### config.mk
export PLATFORM = sky130hd
export DESIGN_NAME = timer_irq_flat
export DESIGN_NICKNAME = d
export VERILOG_FILES = /design/src/rtl/timer_irq_if.sv /design/src/rtl/timer_irq.sv /design/src/flat_wrapper.sv
export SDC_FILE = /design/constraint.sdc
export NUM_CORES = 1
export LEC_CHECK = 0
export CORE_MARGIN = 2
export CORE_UTILIZATION = 25
export DETAILED_ROUTE_END_ITERATION = 16
export GPL_TIMING_DRIVEN = 0
export PLACE_DENSITY = 0.51
export SYNTH_ARGS = -nofsm -noshare
export SYNTH_HDL_FRONTEND = slang
export SYNTH_SLANG_ARGS = --single-unit
### constraint.sdc
create_clock -name clk -period 2.8 [get_ports clk]
set_input_delay 0.42 -clock clk [delete_from_list [all_inputs] [get_ports clk]]
set_output_delay 0.42 -clock clk [all_outputs]
set_load 0.05 [all_outputs]
### src/rtl/timer_irq_if.sv
// Bus bundle between the CPU data-memory stage and the timer_irq peripheral.
// The CPU side uses the master modport; the timer uses the slave modport.
interface timer_irq_if #(
    parameter int unsigned WIDTH = 32
);
    logic [31:0]      Addr;
    logic [WIDTH-1:0] WriteData;
    logic             MemRd;
    logic             MemWr;
    logic [WIDTH-1:0] ReadData;
    logic             Hit;
    logic             IRQ;

    modport master (
        output Addr,
        output WriteData,
        output MemRd,
        output MemWr,
        input  ReadData,
        input  Hit,
        input  IRQ
    );

    modport slave (
        input  Addr,
        input  WriteData,
        input  MemRd,
        input  MemWr,
        output ReadData,
        output Hit,
        output IRQ
    );
endinterface

### src/rtl/timer_irq.sv
// timer_irq: memory-mapped interval timer with a level interrupt request.
//
// Register map (word offsets from BASE_ADDR):
//   0x00 TH      reload value, R/W
//   0x04 TL      counter, R/W
//   0x08 TCON    bit0 EN, bit1 IE, bit2 STAT; other bits read 0
//   0x0C PRESC   16-bit prescaler, R/W (only when TIMER_PRESCALE_EN is defined)
//   0x14 SYSTICK free-running cycle counter, read-only
//
// Optional feature macro: TIMER_PRESCALE_EN. When defined, TL advances only
// once every (PRESC + 1) enabled cycles. When undefined, offset 0x0C does not
// decode and TL advances on every enabled cycle.
//
// IRQ = STAT & IE is purely combinational from the registers, so an
// asynchronous reset drops it immediately.
module timer_irq #(
    parameter logic [31:0] BASE_ADDR = 32'h4000_0000,
    parameter int unsigned WIDTH     = 32
) (
    input  logic       clk,
    input  logic       reset,
    timer_irq_if.slave bus
);

    localparam logic [WIDTH-1:0] ONE      = {{(WIDTH-1){1'b0}}, 1'b1};
    localparam logic [WIDTH-1:0] ALL_ONES = {WIDTH{1'b1}};

    // ------------------------------------------------------------------
    // Register state
    // ------------------------------------------------------------------
    logic [WIDTH-1:0] th_q, th_d;
    logic [WIDTH-1:0] tl_q, tl_d;
    logic [WIDTH-1:0] systick_q, systick_d;
    logic             en_q, en_d;
    logic             ie_q, ie_d;
    logic             stat_q, stat_d;

`ifdef TIMER_PRESCALE_EN
    logic [15:0]      presc_q, presc_d;
    logic [15:0]      pcnt_q, pcnt_d;
    logic             sel_presc;
    logic             wr_presc;
`endif

    // ------------------------------------------------------------------
    // Decode / control
    // ------------------------------------------------------------------
    logic             blk_match;
    logic             sel_th, sel_tl, sel_tcon, sel_systick;
    logic             hit;
    logic             wr_en;
    logic             wr_th, wr_tl, wr_tcon;
    logic             tick;
    logic             ovf;
    logic [WIDTH-1:0] rdata;

    // Address decode: upper bits select the block, low five bits the register.
    always_comb begin
        blk_match   = (bus.Addr[31:5] == BASE_ADDR[31:5]);
        sel_th      = blk_match && (bus.Addr[4:0] == 5'h00);
        sel_tl      = blk_match && (bus.Addr[4:0] == 5'h04);
        sel_tcon    = blk_match && (bus.Addr[4:0] == 5'h08);
        sel_systick = blk_match && (bus.Addr[4:0] == 5'h14);
`ifdef TIMER_PRESCALE_EN
        sel_presc   = blk_match && (bus.Addr[4:0] == 5'h0C);
        hit         = sel_th || sel_tl || sel_tcon || sel_systick || sel_presc;
`else
        hit         = sel_th || sel_tl || sel_tcon || sel_systick;
`endif
    end

    // Write strobes; SYSTICK has no strobe because writes to it are ignored.
    always_comb begin
        wr_en   = bus.MemWr && hit;
        wr_th   = wr_en && sel_th;
        wr_tl   = wr_en && sel_tl;
        wr_tcon = wr_en && sel_tcon;
`ifdef TIMER_PRESCALE_EN
        wr_presc = wr_en && sel_presc;
`endif
    end

    // Count qualifier: every enabled cycle, or once per prescaler period.
    always_comb begin
`ifdef TIMER_PRESCALE_EN
        tick = en_q && (pcnt_q == presc_q);
`else
        tick = en_q;
`endif
        ovf = tick && (tl_q == ALL_ONES);
    end

`ifdef TIMER_PRESCALE_EN
    // Prescaler next state: cycles 0..PRESC while enabled, restarts on reprogramming.
    always_comb begin
        presc_d = presc_q;
        pcnt_d  = pcnt_q;
        if (en_q) begin
            if (pcnt_q == presc_q) begin
                pcnt_d = 16'd0;
            end else begin
                pcnt_d = pcnt_q + 16'd1;
            end
        end
        if (wr_presc) begin
            presc_d = bus.WriteData[15:0];
            pcnt_d  = 16'd0;
        end
        if (wr_tcon) begin
            pcnt_d = 16'd0;
        end
    end

    // Prescaler registers.
    always_ff @(posedge clk or posedge reset) begin
        if (reset) begin
            presc_q <= 16'd0;
            pcnt_q  <= 16'd0;
        end else begin
            presc_q <= presc_d;
            pcnt_q  <= pcnt_d;
        end
    end
`endif

    // Timer next state. Bus writes override the count update; an overflow
    // with IE set always leaves STAT at 1, even against a TCON or TL write.
    always_comb begin
        th_d      = th_q;
        tl_d      = tl_q;
        en_d      = en_q;
        ie_d      = ie_q;
        stat_d    = stat_q;
        systick_d = systick_q + ONE;

        if (tick) begin
            tl_d = ovf ? th_q : (tl_q + ONE);
        end

        if (wr_th) begin
            th_d = bus.WriteData;
        end
        if (wr_tl) begin
            tl_d = bus.WriteData;
        end
        if (wr_tcon) begin
            en_d   = bus.WriteData[0];
            ie_d   = bus.WriteData[1];
            stat_d = bus.WriteData[2];
        end

        if (ovf && ie_q) begin
            stat_d = 1'b1;
        end
    end

    // Timer registers, cleared immediately by the asynchronous reset.
    always_ff @(posedge clk or posedge reset) begin
        if (reset) begin
            th_q      <= '0;
            tl_q      <= '0;
            systick_q <= '0;
            en_q      <= 1'b0;
            ie_q      <= 1'b0;
            stat_q    <= 1'b0;
        end else begin
            th_q      <= th_d;
            tl_q      <= tl_d;
            systick_q <= systick_d;
            en_q      <= en_d;
            ie_q      <= ie_d;
            stat_q    <= stat_d;
        end
    end

    // Zero-latency read mux; returns 0 unless this block is being loaded.
    always_comb begin
        rdata = '0;
        if (bus.MemRd && hit) begin
            if (sel_th) begin
                rdata = th_q;
            end else if (sel_tl) begin
                rdata = tl_q;
            end else if (sel_tcon) begin
                rdata = {{(WIDTH-3){1'b0}}, stat_q, ie_q, en_q};
            end else if (sel_systick) begin
                rdata = systick_q;
`ifdef TIMER_PRESCALE_EN
            end else if (sel_presc) begin
                rdata = {{(WIDTH-16){1'b0}}, presc_q};
`endif
            end
        end
    end

    assign bus.ReadData = rdata;
    assign bus.Hit      = hit;
    assign bus.IRQ      = stat_q & ie_q;

endmodule

### src/flat_wrapper.sv
// flat-port wrapper written by rule: the top's interface ports become plain ports
module timer_irq_flat 
#(
    parameter logic [31:0] BASE_ADDR = 32'h4000_0000,
    parameter int unsigned WIDTH     = 32
)
  (clk, reset, bus_Addr, bus_WriteData, bus_MemRd, bus_MemWr, bus_ReadData, bus_Hit, bus_IRQ);
  timer_irq_if #(.WIDTH(WIDTH)) bus_i ();
  input  logic clk;
  input  logic reset;
  input wire logic [$bits(bus_i.Addr)-1:0] bus_Addr;
  input wire logic [$bits(bus_i.WriteData)-1:0] bus_WriteData;
  input wire logic [$bits(bus_i.MemRd)-1:0] bus_MemRd;
  input wire logic [$bits(bus_i.MemWr)-1:0] bus_MemWr;
  output wire logic [$bits(bus_i.ReadData)-1:0] bus_ReadData;
  output wire logic [$bits(bus_i.Hit)-1:0] bus_Hit;
  output wire logic [$bits(bus_i.IRQ)-1:0] bus_IRQ;
  assign bus_i.Addr = bus_Addr;
  assign bus_i.WriteData = bus_WriteData;
  assign bus_i.MemRd = bus_MemRd;
  assign bus_i.MemWr = bus_MemWr;
  assign bus_ReadData = bus_i.ReadData;
  assign bus_Hit = bus_i.Hit;
  assign bus_IRQ = bus_i.IRQ;
  timer_irq #(.BASE_ADDR(BASE_ADDR), .WIDTH(WIDTH)) u_core (.clk(clk), .reset(reset), .bus(bus_i));
endmodule
# Word-level counts from Yosys, hierarchy flattened
# Index checks and enable logic that the tools add are counted.
# classes
addsub	2
n_eq_ne	5
mux	10
n_bitwise	1
reduce_logical	17
# ops
operator	count
$mux W32	8
$add A32 B1 Y32 const B	2
$eq A32 B32 Y1 const B	1
$eq A27 B26 Y1 const B	1
$logic_and A1 B1 Y1	11
$eq A5 B3 Y1 const B	1
$eq A5 B4 Y1 const B	1
$eq A5 B5 Y1 const B	1
$logic_not A5 Y1	1
$reduce_bool A2 Y1	2
$logic_or A1 B1 Y1	3
$mux W1	2
$and A1 B1 Y1	1
# word_totals
reg_bits	99
in_bits	68
wordCells	41

# Depth between registers and ports, before layout
# Gate-level depths: netlist (run 1).
# depth
word_depth	9
mapped_depth	9
mapped_depth_nobuf	7

# Least setup slack after synthesis (run 1)
# OpenSTA, ideal clock, no wires.
# synth_timing
path_kind	input to output
start	input bus_Addr[6]
end	output bus_ReadData[2]
arrival_time_ns	4.422
required_ns	2.380
slack_ns	-2.042
cell_stages	7
n_path_buf	1
path_cell_list	nor4_1 nand4_1 nor2_1 and2_1 nand2_1 clkbuf_1 a2111oi_0
# synth_via
elab_chain_len	7
# synth_rtl
element	line_no	rtl
start, declared	flat_wrapper.sv:11	input wire logic [$bits(bus_i.Addr)-1:0] bus_Addr;
$eq A27 B26 Y1 *	timer_irq.sv:59	blk_match = (bus.Addr[31:5] == BASE_ADDR[31:5]);
$logic_and A1 B1 Y1 (on tied branches)	timer_irq.sv:60, timer_irq.sv:61	
$logic_or A1 B1 Y1 (2 in series)	timer_irq.sv:68	hit = sel_th || sel_tl || sel_tcon || sel_systick;
$logic_or A1 B1 Y1 *	timer_irq.sv:68	
via bus_Hit	flat_wrapper.sv:16	output wire logic [$bits(bus_i.Hit)-1:0] bus_Hit;
$logic_and A1 B1 Y1 *	timer_irq.sv:179	if (bus.MemRd && hit) begin
$mux W32 *	timer_irq.sv:179	
end, declared	flat_wrapper.sv:15	output wire logic [$bits(bus_i.ReadData)-1:0] bus_ReadData;
# The timed path passes the listed nets; every way through them passes the cells marked *.

# Worst setup path in the final report (run 1)
# layout_timing
start	register u_core.en_q
end	output bus_ReadData[0]
# layout_via
elab_chain_len	4
# layout_rtl
element	line_no	rtl
start, declared	timer_irq.sv:34	logic en_q, en_d;
start signal, assigned	timer_irq.sv:170	en_q <= en_d;
$mux W32	timer_irq.sv:184	end else if (sel_tcon) begin
$mux W32	timer_irq.sv:182	end else if (sel_tl) begin
$mux W32	timer_irq.sv:180	if (sel_th) begin
$mux W32	timer_irq.sv:179	
# No other way between the ends.

==> run metrics, run 1 <==
Seq pwr share 0.485; syn nets 714; RSZ-0062 raised after global routing yes; Crit Path Category reg -> out; sequential element share of the synthesized area 0.410; First-pass DRT Iterations 5; crit path launch type flop; GRT Total Usage 0.174; Leak about 3.5 nW; final setup margin 0.0879 ns; synthesized area 6040 um^2; input/output buffers 100; clock share of power 0.448; crit path time final between 2 and 3 ns; ys async rst share 1.00; switching part of the total 0.241; Max IR drop VDD 0.000207 V; grt total ovfl 0; #FFs+latches synth 99; top cells by area, synth dfrtp_1 (41%), mux2_2 (10%), xnor2_1 (4.3%), nand2_1 (3.7%), a22oi_1 (3.6%); Root Driver clkbuf_16; Max Slew Vio Count 0; power density cells 341 nW/um^2; vias in the first global route 5,776; Post-synth top cells dfrtp_1 (99), nand2_1 (60), mux2_2 (56), nor2_1 (56), a21oi_1 (33); part of the power in combinational logic 0.067; die area 25,400 um^2; Die W 159 um; core area 23,600 um^2; Hold Vio Cnt, Final 0; I/O pins 102; crit path DAT 2.29 ns; min-delay worst type reg -> reg; Final setup viols 0; first-pass GRT wire length 34.2 mm; diode count 0; H-tree Lvls 3; fmax 369 MHz; Detailed Route WL 21.8 mm; Worst slew margin 0.409; syn avg cell area roughly 9.4 um^2; status complete, no violations; number of buffers created by CTS 9; largest net degree at the start of global routing 40; number of vias per cell 5.16; Max Cap Violations 0; Worst-path clk slew 0.08 ns; EDFF count, synth 0; CTS Buffer Depth 2; initial antenna violation count 0; Setup Skew roughly 0.013 ns; internal power 0.00224 W; DP HPWL 15.6 mm; Critical Path RT between 2 and 2.5 ns; CTS sink count 99; Initial Util 0.256; ANT nets after route 0; top cell type's share of synthesized area 0.410; number of hold buffers added after cts 0; fraction of layout cells with a size suffix above 1 0.300; pre-CTS setup slack -1.66 ns; Final Wtd Congestion 0.835; detailed-route DRC error count 0; CTS tree built; iteration-0 DRC count of the detailed router 388; Die H 159 um; worst slew pin tran 0.879 ns; Crit Path Max Fanout 10; via count 5,668; WL/cell 19.9 um; count of cell types in the netlist 53; NetSw 0.000709 W; hold slack final 0.483 ns; clk_lat worst skew 0.37 ns; Critical Path Sink Type output port; final worst-path cycle share 0.969; most common cell in the netlist dfrtp_1; cell type with the largest total area after synthesis dfrtp_1; Ys Warns 0; P&R area growth vs syn 42.8%; Final #Nets 845; dominant synthesized flop cell dfrtp_1; Mapped Cells roughly 640; Rows 56
logic make-up after synthesis:
| family | share of synthesized area |
|---|---|
| AOI/OAI and AO/OA | 0.150 |
| xor gates and xnor gates | 0.0565 |
| adders and majority gates | 0.00414 |
| buffers and inverters | 0.0373 |
| DFF | 0.410 |
| muxes | 0.116 |
| and+or+nand+nor | 0.226 |
critical path: stages, from the launching register on:
cell and delay (ns):
dfrtp_1 0.34, buf_2 0.23, clkbuf_1 0.57, a21oi_1 0.23, a2111oi_4 0.31, buf_4 0.25
state kept, by name, summed over array words and instances, names as in the netlist:
register / count
u_core.en_q: 1
u_core.ie_q: 1
u_core.stat_q: 1
u_core.systick_q: 32
u_core.th_q: 32
u_core.tl_q: 32
final timing paths:
| check | slack [ns] | from | cells after the start | endpoint |
|---|---|---|---|---|
| setup / recovery | 0.09 | u_core.en_q | 5 | bus_ReadData[0] |
| hold / removal | 0.48 | u_core.systick_q[31] | 1 | u_core.systick_q[31] |
| setup reg to reg | 0.24 | u_core.tl_q[0] | 7 | u_core.tl_q[3] |
| hold reg to reg | 0.48 | u_core.systick_q[31] | 1 | u_core.systick_q[31] |
| max in group asynchronous | 1.55 | reset | 3 | u_core.th_q[27] |
| min in group asynchronous | 0.56 | reset | 2 | u_core.systick_q[11] |
metrics by stage:
stage           util  power (W)  cells  instance area (um^2)  setup TNS [ns]
3_3_place_gp   0.324    0.00165   1063                  7660          -71.42
5_1_grt        0.365    0.00304   1099                  8630        -0.00909
2_1_floorplan      -    0.00152    644                  6260           -2.29
3_5_place_dp   0.326    0.00165   1065                  7700          -73.94
6_report       0.365    0.00295   1099                  8630               0
4_1_cts        0.359    0.00297   1095                  8470               0
layout make-up:
cell class              count  area, um^2
plain buffers              39         329
clock buffers              10         229
clock inverters             6        72.6
fillers                  2446       15000
inverters                  12        48.8
multi-input cells         493        3760
flip-flops and latches     99        2480
well taps                 319         399
repair buffers            121        1310
cell usage in the layout, fill, tap and decap left out, drive strengths merged, types with 3 or more instances in the layout:
| cell type | synthesis | layout |
|---|---|---|
| buf | 19 | 72 |
| mux2 | 56 | 56 |
| dfrtp | 99 | 99 |
| xor2 | 9 | 9 |
| and4 | 9 | 9 |
| dlymetal6s2s | 0 | 14 |
| nand3 | 28 | 28 |
| a21oi | 33 | 33 |
| a21o | 8 | 8 |
| clkbuf | 21 | 30 |
| nand4 | 20 | 20 |
| nand3b | 3 | 3 |
| nor3 | 15 | 15 |
| dlygate4sd2 | 0 | 15 |
| and3 | 15 | 15 |
| a31oi | 9 | 9 |
| xnor2 | 30 | 30 |
| a22oi | 29 | 29 |
| o211ai | 5 | 5 |
| a211oi | 7 | 7 |
| nor3b | 5 | 5 |
| a2111oi | 5 | 5 |
| and2 | 5 | 5 |
| clkdlybuf4s50 | 0 | 39 |
| mux2i | 7 | 7 |
| and3b | 3 | 3 |
| nor2b | 4 | 4 |
| inv | 12 | 13 |
| nor4 | 15 | 15 |
| o21ai | 27 | 27 |
| nand2b | 7 | 7 |
| nor2 | 56 | 56 |
| nand2 | 60 | 60 |
timing repair:
item	in CTS	in global routing
gates cloned	3	0
buffers inserted	11	5
setup endpoints to repair	71	47
pin swaps	26	17
resized for setup	302	39
per-layer routing:
metal  up-vias  wire length [um]  global-route usage
li1       2642                 -                   -
met1      2828             10300               0.242
met2       175             10100               0.275
met3        23              1090              0.0302
met4         0               382              0.0566
met5         -                 0                   0
power by group through the flow:
stage / logic [W] / registers [W] / clock network [W]
CTS: 0.000200 / 0.00143 / 0.00134
floorplan: 0.0000598 / 0.00146 / 0
finish: 0.000198 / 0.00143 / 0.00132
detailed placement: 0.000198 / 0.00146 / 0
global route: 0.000215 / 0.00143 / 0.00139
global placement: 0.000191 / 0.00146 / 0
No activity file was read; power rests on OpenSTA's default activity.
==> inputs of run 2 (changes only) <==
--- a/config.mk
+++ b/config.mk
@@ -5,11 +5,13 @@
 export SDC_FILE = /design/constraint.sdc
 export NUM_CORES = 1
 export LEC_CHECK = 0
+export CELL_PAD_IN_SITES_DETAIL_PLACEMENT = 1
+export CELL_PAD_IN_SITES_GLOBAL_PLACEMENT = 1
 export CORE_MARGIN = 2
 export CORE_UTILIZATION = 25
 export DETAILED_ROUTE_END_ITERATION = 16
 export GPL_TIMING_DRIVEN = 0
-export PLACE_DENSITY = 0.51
+export PLACE_DENSITY = 0.62
 export SYNTH_ARGS = -nofsm -noshare
 export SYNTH_HDL_FRONTEND = slang
 export SYNTH_SLANG_ARGS = --single-unit
==> run 2 against run 1 <==
  * Final cell count down 0.27%
  * Global-route usage increased by 0.87 points
  * Clock power fell by 5%
  * Wire length up 5.0%
  * Non-clock buffer count is 2 lower
  * Worst setup slack got worse by 0.054 ns
  * First-iteration DRC count is 31% lower
  * Sequential share of layout area is 0.80 points higher
  * Maximum frequency decreased by 1.9%
  * Critical endpoint is now bus_ReadData[27]
  * Largest power group unchanged
==> run metrics, run 2 (synthesis gave the netlist of run 1 again) <==
status complete, no violations; clk_lat worst skew 0.36 ns; P&R area growth vs syn 39.0%; most used cell, CP buf_6; crit-path cells clkdlybuf4s15_1 -> nor4_2 -> nand4_1 -> buf_6 -> nor4b_4 -> buf_6 -> buf_12 -> clkbuf_16 -> a22oi_1 -> nor2_4 -> buf_6; GRT Total Usage 0.183; setup slack, reg-to-reg 0.16 ns; switching part of the total 0.233; diode count 0; Max IR drop VDD 0.000234 V; fmax around 360 MHz; part of the power in combinational logic 0.067; crit path time final 2.77 ns; ANT nets after route 0; commonest non-fill, non-tap cell in the layout dfrtp_1; worst slew pin tran 0.899 ns; reg-to-reg startpoint u_core.tl_q[0]; crit path launch type input port; Layout fillers 2,695; Worst-path clk slew about 0.07 ns; Fin Setup TNS 0 ns; Critical Path Sink Type output port; NetSw 0.000671 W; iteration-0 DRC count of the detailed router 266; die area about 25,000 um^2; DP Area 7720 um^2; Worst slew margin 0.396; Seq pwr share 0.496; final core utilization 0.356; clock share of power 0.437; Max Cap Violations 0; Die W 159 um; Final setup viols 0; H-tree Lvls 3; Die H between 150 and 200 um; CTS Buffer Depth 2; I/O pins 102; CTS tree built; first-pass GRT wire length 35.9 mm; Hold Vio Cnt, Final 0; grt total ovfl 0; Leak between 3 and 4 nW; Critical Path RT 2.38 ns; number of hold buffers added after cts 0; Final Wtd Congestion about 0.81; internal power approximately 0.0022 W; detailed-route DRC error count 0; Crit Path Category in -> out; Initial Util 0.256; fraction of layout cells with a size suffix above 1 0.287; Rows 56; Root Driver clkbuf_16; Final #Nets 843; Max Slew Vio Count 0; crit path DAT 2.35 ns; Crit Path Max Fanout 5; DP HPWL roughly 17 mm; path depth of the worst reg2reg path 7; First-pass DRT Iterations 6; CP peak stage delay 0.33 ns; final instance area 8400 um^2; vias in the first global route between 6,000 and 7,000; input/output buffers 100; Setup Skew 0.00539 ns; final worst-path cycle share 0.988; Detailed Route WL 22.9 mm; number of buffers created by CTS 9; top flop regs u_core.systick_q: 32 flops, u_core.th_q: 32 flops, u_core.tl_q: 32 flops; WL/cell between 20 and 25 um; core area between 20,000 and 25,000 um^2; most frequent cells in the layout dfrtp_1 (99), nand2_1 (59), mux2_2 (56), clkdlybuf4s50_1 (37), a21oi_1 (33); initial antenna violation count 0; CTS sink count 99; Critical-path top delay cell nor4b_4; number of vias per cell 5.15; via count approximately 5,600; power density cells 343 nW/um^2; min-delay worst type in -> async; RSZ-0062 raised after global routing yes; worst r2r dst u_core.tl_q[7]; largest net degree at the start of global routing 40
## run 2: critical path: cells and delay by family
| family | cells | cell delay (ns) |
|---|---|---|
| buf+inv | 6 | 0.93 |
| compound gates | 1 | 0.11 |
| simple gates | 4 | 0.88 |
## run 2: stage by stage
step	power (W)	setup WS [ns]	std cells	hold slack, ns
after floorplan	0.00152	-0.180	644	0.445
after global placement	0.00165	-1.61	1063	0.464
after detailed placement	0.00166	-1.61	1066	0.472
after CTS	0.00291	-0.00438	1097	0.360
after global routing	0.00298	-0.0191	1096	0.375
final	0.00288	0.0343	1096	0.356
## run 2: layout make-up
class / instances / area [um^2] / area share
Buffer: 38 / 287 / 0.0341
Clock buffer: 9 / 225 / 0.0268
Clock inverter: 6 / 57.6 / 0.00686
Inverter: 12 / 48.8 / 0.00581
Multi-Input combinational cell: 493 / 3680 / 0.438
Sequential cell: 99 / 2480 / 0.295
Tap cell: 319 / 399 / 0.0475
Timing Repair Buffer: 120 / 1220 / 0.145
## run 2: power groups by stage
stage,logic (W),registers (W),clock network (W)
after floorplan,0.0000598,0.00146,0
after global placement,0.000191,0.00146,0
after detailed placement,0.000203,0.00146,0
after CTS,0.000194,0.00143,0.00129
after global routing,0.000210,0.00143,0.00135
final,0.000194,0.00143,0.00126
## run 2: worst max-delay path by stage
| stage | startpoint | to | cells past startpoint |
|---|---|---|---|
| 4_1_cts | bus_Addr[24] | bus_ReadData[23] | 11 |
| 2_1_floorplan | bus_Addr[25] | bus_ReadData[2] | 7 |
| 3_5_place_dp | bus_Addr[6] | bus_ReadData[31] | 8 |
| 5_1_grt | bus_Addr[16] | bus_ReadData[10] | 11 |
| 6_report | bus_Addr[29] | bus_ReadData[27] | 11 |
| 3_3_place_gp | bus_Addr[9] | bus_ReadData[31] | 8 |
## run 2: timing repair
item | 4_1_cts | 5_1_grt
setup endpoints to repair | 79 | 43
gates resized for setup | 291 | 39
hold endpoints to repair | 0 | 0
gates cloned | 1 | 0
setup buffers | 15 | 1
pin swaps | 24 | 18
## run 2: layer usage
layer,share of wire,global-route usage,vias up
li1,-,-,2639
met1,0.46,0.247,2831
met2,0.47,0.299,147
met3,0.047,0.0346,25
met4,0.018,0.0517,0
met5,0,0,-
